## src/rtl/tcpc_mem_pkg.sv

```systemverilog
// Shared types and constants for the TCPC register-file arbiter.
// Requester indices, arbiter state encodings and well-known register addresses.
package tcpc_mem_pkg;

  localparam logic [1:0] REQ_I2C = 2'd0;
  localparam logic [1:0] REQ_TX  = 2'd1;
  localparam logic [1:0] REQ_RX  = 2'd2;

  typedef enum logic [3:0] {
    ST_IDLE    = 4'b0001,
    ST_GNT_I2C = 4'b0010,
    ST_GNT_TX  = 4'b0100,
    ST_GNT_RX  = 4'b1000
  } arb_state_e;

  localparam logic [7:0] ADDR_ALERT_L     = 8'h10;
  localparam logic [7:0] ADDR_ALERT_H     = 8'h11;
  localparam logic [7:0] ADDR_RX_BYTE_CNT = 8'd81;
  localparam logic [7:0] ADDR_HDR_0       = 8'd82;
  localparam logic [7:0] ADDR_HDR_1       = 8'd83;
  localparam logic [7:0] ADDR_FRAME_TYPE  = 8'd49;

  function automatic arb_state_e idx2state(
    input logic [1:0] idx
  );
    arb_state_e s;
    case (idx)
      REQ_I2C: s = ST_GNT_I2C;
      REQ_TX:  s = ST_GNT_TX;
      default: s = ST_GNT_RX;
    endcase
    return s;
  endfunction

endpackage

```

## src/rtl/tcpc_rr_pick3.sv

```systemverilog
// Three-way round-robin picker.
// Returns the first requester after 'last' in the order I2C->TX->RX->I2C.
module tcpc_rr_pick3
  import tcpc_mem_pkg::*;
(
  input  logic [2:0] req,
  input  logic [1:0] last,
  output logic [2:0] win
);

  always_comb begin
    win = 3'b000;
    case (last)
      REQ_I2C: begin
        if (req[1])      win = 3'b010;
        else if (req[2]) win = 3'b100;
        else if (req[0]) win = 3'b001;
      end
      REQ_TX: begin
        if (req[2])      win = 3'b100;
        else if (req[0]) win = 3'b001;
        else if (req[1]) win = 3'b010;
      end
      default: begin
        if (req[0])      win = 3'b001;
        else if (req[1]) win = 3'b010;
        else if (req[2]) win = 3'b100;
      end
    endcase
  end

endmodule

```

## src/rtl/tcpc_mem_arbiter.sv

```systemverilog
// Round-robin arbiter with burst lock sharing the TCPC register file
// between the I2C slave, PRL TX and PRL RX masters.
module tcpc_mem_arbiter
  import tcpc_mem_pkg::*;
#(
  parameter int ADDR_W    = 8,
  parameter int DATA_W    = 8,
  parameter int MAX_BURST = 6
) (
  input  logic              clk,
  input  logic              hard_reset,
  input  logic              i2c_req,
  input  logic              i2c_rnw,
  input  logic [ADDR_W-1:0] i2c_addr,
  input  logic [DATA_W-1:0] i2c_wdata,
  input  logic              tx_req,
  input  logic              tx_rnw,
  input  logic [ADDR_W-1:0] tx_addr,
  input  logic [DATA_W-1:0] tx_wdata,
  input  logic              rx_req,
  input  logic              rx_rnw,
  input  logic [ADDR_W-1:0] rx_addr,
  input  logic [DATA_W-1:0] rx_wdata,
  output logic [2:0]        grant,
  output logic              mem_en,
  output logic              mem_we,
  output logic [ADDR_W-1:0] mem_addr,
  output logic [DATA_W-1:0] mem_wdata,
  input  logic [DATA_W-1:0] mem_rdata,
  output logic [DATA_W-1:0] rdata,
  output logic [2:0]        rd_valid,
  output logic              arb_idle
);

  localparam int CNT_W = $clog2(MAX_BURST + 1);
  localparam logic [CNT_W-1:0] CNT_MAX = CNT_W'(MAX_BURST - 1);

  arb_state_e        state_q, state_d;
  logic [1:0]        rr_last_q, rr_last_d;
  logic [CNT_W-1:0]  burst_cnt_q, burst_cnt_d;

  logic [2:0]        req_v;
  logic [2:0]        pick;
  logic [1:0]        pick_idx;

  logic              cur_req;
  logic              cur_rnw;
  logic              others;
  logic [ADDR_W-1:0] cur_addr;
  logic [DATA_W-1:0] cur_wdata;
  logic              access;

  assign req_v = {rx_req, tx_req, i2c_req};

  tcpc_rr_pick3 u_pick (
    .req  (req_v),
    .last (rr_last_q),
    .win  (pick)
  );

  always_comb begin
    pick_idx = REQ_I2C;
    unique case (1'b1)
      pick[0]: pick_idx = REQ_I2C;
      pick[1]: pick_idx = REQ_TX;
      pick[2]: pick_idx = REQ_RX;
      default: pick_idx = REQ_I2C;
    endcase
  end

  // Master mux driven purely by the registered state.
  always_comb begin
    cur_req   = 1'b0;
    cur_rnw   = 1'b0;
    others    = 1'b0;
    cur_addr  = '0;
    cur_wdata = '0;
    case (state_q)
      ST_GNT_I2C: begin
        cur_req   = i2c_req;
        cur_rnw   = i2c_rnw;
        cur_addr  = i2c_addr;
        cur_wdata = i2c_wdata;
        others    = tx_req | rx_req;
      end
      ST_GNT_TX: begin
        cur_req   = tx_req;
        cur_rnw   = tx_rnw;
        cur_addr  = tx_addr;
        cur_wdata = tx_wdata;
        others    = i2c_req | rx_req;
      end
      ST_GNT_RX: begin
        cur_req   = rx_req;
        cur_rnw   = rx_rnw;
        cur_addr  = rx_addr;
        cur_wdata = rx_wdata;
        others    = i2c_req | tx_req;
      end
      default: ;
    endcase
  end

  assign access    = cur_req & ~hard_reset;
  assign mem_en    = access;
  assign mem_we    = access & ~cur_rnw;
  assign mem_addr  = access ? cur_addr : '0;
  assign mem_wdata = access ? cur_wdata : '0;
  assign grant     = state_q[3:1];
  assign arb_idle  = (state_q == ST_IDLE);

  always_comb begin
    state_d     = state_q;
    rr_last_d   = rr_last_q;
    burst_cnt_d = burst_cnt_q;
    case (state_q)
      ST_IDLE: begin
        if (|req_v) begin
          state_d     = idx2state(pick_idx);
          rr_last_d   = pick_idx;
          burst_cnt_d = '0;
        end
      end
      default: begin
        if (!cur_req) begin
          state_d = ST_IDLE;
        end else if (burst_cnt_q == CNT_MAX) begin
          // Counter saturates; release only when someone else waits.
          if (others) state_d = ST_IDLE;
        end else begin
          burst_cnt_d = burst_cnt_q + 1'b1;
        end
      end
    endcase
  end

  always_ff @(posedge clk) begin
    if (hard_reset) begin
      state_q     <= ST_IDLE;
      rr_last_q   <= REQ_RX;
      burst_cnt_q <= '0;
      rdata       <= '0;
      rd_valid    <= 3'b000;
    end else begin
      state_q     <= state_d;
      rr_last_q   <= rr_last_d;
      burst_cnt_q <= burst_cnt_d;
      if (access && cur_rnw) begin
        rdata    <= mem_rdata;
        rd_valid <= state_q[3:1];
      end else begin
        rd_valid <= 3'b000;
      end
    end
  end

endmodule

```

## config.mk

```make
export PLATFORM = sky130hd
export DESIGN_NAME = tcpc_mem_arbiter
export DESIGN_NICKNAME = d
export VERILOG_FILES = /design/src/rtl/tcpc_mem_pkg.sv /design/src/rtl/tcpc_rr_pick3.sv /design/src/rtl/tcpc_mem_arbiter.sv
export SDC_FILE = /design/constraint.sdc
export NUM_CORES = 1
export LEC_CHECK = 0
export BUFFER_PORTS_ARGS = -buffer_cell sky130_fd_sc_hd__buf_2
export CAP_MARGIN = 20
export CORE_AREA = 5 5 68 70
export CTS_BUF_LIST = sky130_fd_sc_hd__clkbuf_16
export CTS_CLUSTER_DIAMETER = 100
export CTS_CLUSTER_SIZE = 24
export DETAILED_ROUTE_END_ITERATION = 10
export DIE_AREA = 0 0 73 75
export PLACE_DENSITY = 0.75
export SYNTH_ARGS = -nofsm -noshare
export SYNTH_HDL_FRONTEND = slang
export SYNTH_SLANG_ARGS = --single-unit
```

## constraint.sdc

```tcl
create_clock -name clk -period 4.9 [get_ports clk]
set_input_delay 0.49 -clock clk [delete_from_list [all_inputs] [get_ports clk]]
set_output_delay 0.49 -clock clk [all_outputs]
set_load 0.1 [all_outputs]
```

==> results.json <==
{
  "stdcell_count": 286,
  "netlist_area_mm2": 0.00134,
  "clk_pin_slew_worst_paths_ns": 0.05,
  "rows": 23,
  "yosys.area.top_type_share_pct": 29.8,
  "antenna_found_initial": 0,
  "cts_buffers": 3,
  "grt_use_total_pct": 14.2,
  "crit_family": "simple AND/OR/NAND/NOR gates",
  "cap_viol_max_count": 0,
  "die_width_um": 73,
  "synthCells": 151,
  "yosysUniqueCellTypes": 42,
  "ys_async_sr_fraction_pct": 0,
  "clock_latency_ns": 0.25,
  "yosysMostFrequentCell": "nor2_1",
  "cts_root_buf": "clkbuf_16",
  "max_freq_mhz": 284,
  "tns_ns": 0,
  "drive_above_1_share_pct": 50.0,
  "synth.net_count": 217,
  "p_leak_nw": 0.914,
  "route.met2.wl_um": 2130,
  "die_y_um": 75,
  "critPathRequiredTime_ns": 4.41,
  "vias": 1521,
  "tritoncts": "yes",
  "grt_pass1_vias": 1389,
  "synth_edf_count": 0,
  "wl_um": 4160,
  "dieArea_mm2": 0.00548,
  "num-nets-final": 304,
  "ys_top_cells_by_count": "nor2_1 (21), dfxtp_1 (20), a222oi_1 (16)",
  "overflow": 0,
  "place_ws_ns": 1.60,
  "yosys_warnings": 0,
  "ctsHoldBuffers": 0,
  "h-tree-depth": 1,
  "grt_pass1_wl_um": 6200,
  "ys.flop_type": "dfxtp_1",
  "multi_input_area_um2": 851,
  "finalHoldViolations": 0,
  "coreArea_mm2": 0.00391,
  "path_max_fanout": 19,
  "grt_max_degree": 20,
  "worstSetupPathType": "reg -> out",
  "cp-end-kind": "primary output",
  "hpwl_um": 3240,
  "clock_skew_ns": 0.00216,
  "nFillCells": 406,
  "port_buffers": 96,
  "met1_length_um": 1590,
  "clock_path_buffers": 2,
  "finalSetupViolCount": 0,
  "setup_slack_ns": 1.38,
  "min_path_type": "in -> reg",
  "dp_cells": 283,
  "avgSynthCellArea_um2": 8.90,
  "antenna-diode-count": 0,
  "rsz0062_at_grt": "false",
  "viasPerCell": 5.32,
  "seqCellArea_um2": 400,
  "post_cts_buffers": 0,
  "peakVddDrop_uv": 180,
  "slowest_stage": "nor4b_4",
  "crit_buf_inv": 1,
  "io_pins": 97,
  "cts.sinks": 20,
  "synth_area_leader_cell": "dfxtp_1",
  "cp-start-kind": "flop",
  "gp_congestion": 0.814,
  "maxSlewViolCount": 0,
  "area_growth_pct": 40.5,
  "drt-initial-drc-count": 122,
  "status": "finished clean",
  "yosys_register_bits": 20,
  "slew_headroom_pct": 41.2,
  "start_util_pct": 34.3,
  "top_layer": "met4",
  "wl_met3_um": 382,
  "power_per_cell_area_mw_per_mm2": 254,
  "path_cells": "nor4b_4 > nand2_1 > a21o_1 > nor2_1 > buf_2",
  "arrival_ns": 3.03,
  "fin_crit_ns": 3.52,
  "antenna_left": 0,
  "worst_slew_pin_slew_ns": 0.879,
  "slowest_delay_ns": 0.80,
  "synthTopCellsByArea": "dfxtp_1 (30%), a222oi_1 (12%), mux2_2 (8.4%), nor2_1 (5.9%), nor2b_1 (5.1%)",
  "dr.pass1.iters": 7,
  "cts_resized": 0,
  "wl_per_cell_um": 14.5,
  "drc_errors": 0,
  "fin_crit_sh_pct": 71.9,
  "ys_seq_area_share_pct": 29.8
}
[registers in the layout, indices dropped and copies added (netlist names)]
| register | count |
|---|---|
| rr_last_q | 2 |
| burst_cnt_q | 3 |
| rdata | 8 |
| state_q | 4 |
| rd_valid | 3 |
[cells by family after synthesis]
kind of cell	count (synthesis)	synth area share (%)
DFF	20	29.8
and+or+nand+nor	61	27.1
muxes	11	9.12
AOI/OAI and AO/OA	38	25.2
adders and majority gates	2	1.86
buffers and inverters	19	6.89
[power breakdown]
group | switching (mW) | internal [mW] | total (mW)
sequential | 0.0147 | 0.170 | 0.184
combinational | 0.0841 | 0.0462 | 0.130
clock | 0.0565 | 0.108 | 0.164
total | 0.155 | 0.324 | 0.479
[cells in the final DEF (no fill, tap or decap), types with 2 or more instances in the layout]
cell	instances
nand3_1	3
clkbuf_16	3
mux2_2	10
dfxtp_1	20
nor2_1	21
ha_1	2
a222oi_1	16
o21ai_0	3
nor4b_4	2
o31ai_1	2
nand3b_1	4
and2_1	2
a21oi_1	2
nand2_1	7
and3_1	2
o22ai_1	3
inv_1	5
nor2b_1	11
and2_2	2
buf_2	96
[metrics by stage]
stage | cell area [um^2] | utilization (%) | total power [mW] | hold WS (ns)
after CTS | 1890 | 48.2 | 0.483 | 0.463
after floorplan | 1340 | - | 0.280 | 0.450
final | 1890 | 48.2 | 0.479 | 0.464
after global routing | 1890 | 48.2 | 0.499 | 0.470
after detailed placement | 1810 | 46.3 | 0.318 | 0.468
after global placement | 1810 | 46.3 | 0.315 | 0.461
[routing by layer]
metal,up-vias,GRT usage (%)
li1,747,-
met1,705,16.5
met2,64,25.0
met3,5,3.47
met4,0,5.53
met5,-,0
[layout make-up]
class                           count  area share [%]
Clock buffer                        3            3.98
Timing Repair Buffer               96            25.4
Sequential cell                    20            21.2
Tap cell                           50            3.31
Inverter                            5           0.994
Multi-Input combinational cell    112            45.1
[path summary, 6_finish.rpt]
| path | slack (ns) | cells past startpoint | endpoint | start |
|---|---|---|---|---|
| worst max-delay path | 1.38 | 5 | mem_wdata[1] | state_q[1]$_SDFFE_PP0P_ |
| worst min register to register | 0.47 | 2 | rr_last_q[0]$_SDFFE_PP0P_ | rr_last_q[0]$_SDFFE_PP0P_ |
| worst min-delay path | 0.46 | 2 | rdata[7]$_SDFFE_PP0P_ | mem_rdata[7] |
| worst max register to register | 2.08 | 4 | rdata[6]$_SDFFE_PP0P_ | state_q[1]$_SDFFE_PP0P_ |
Power figures use the tool's default switching activity.
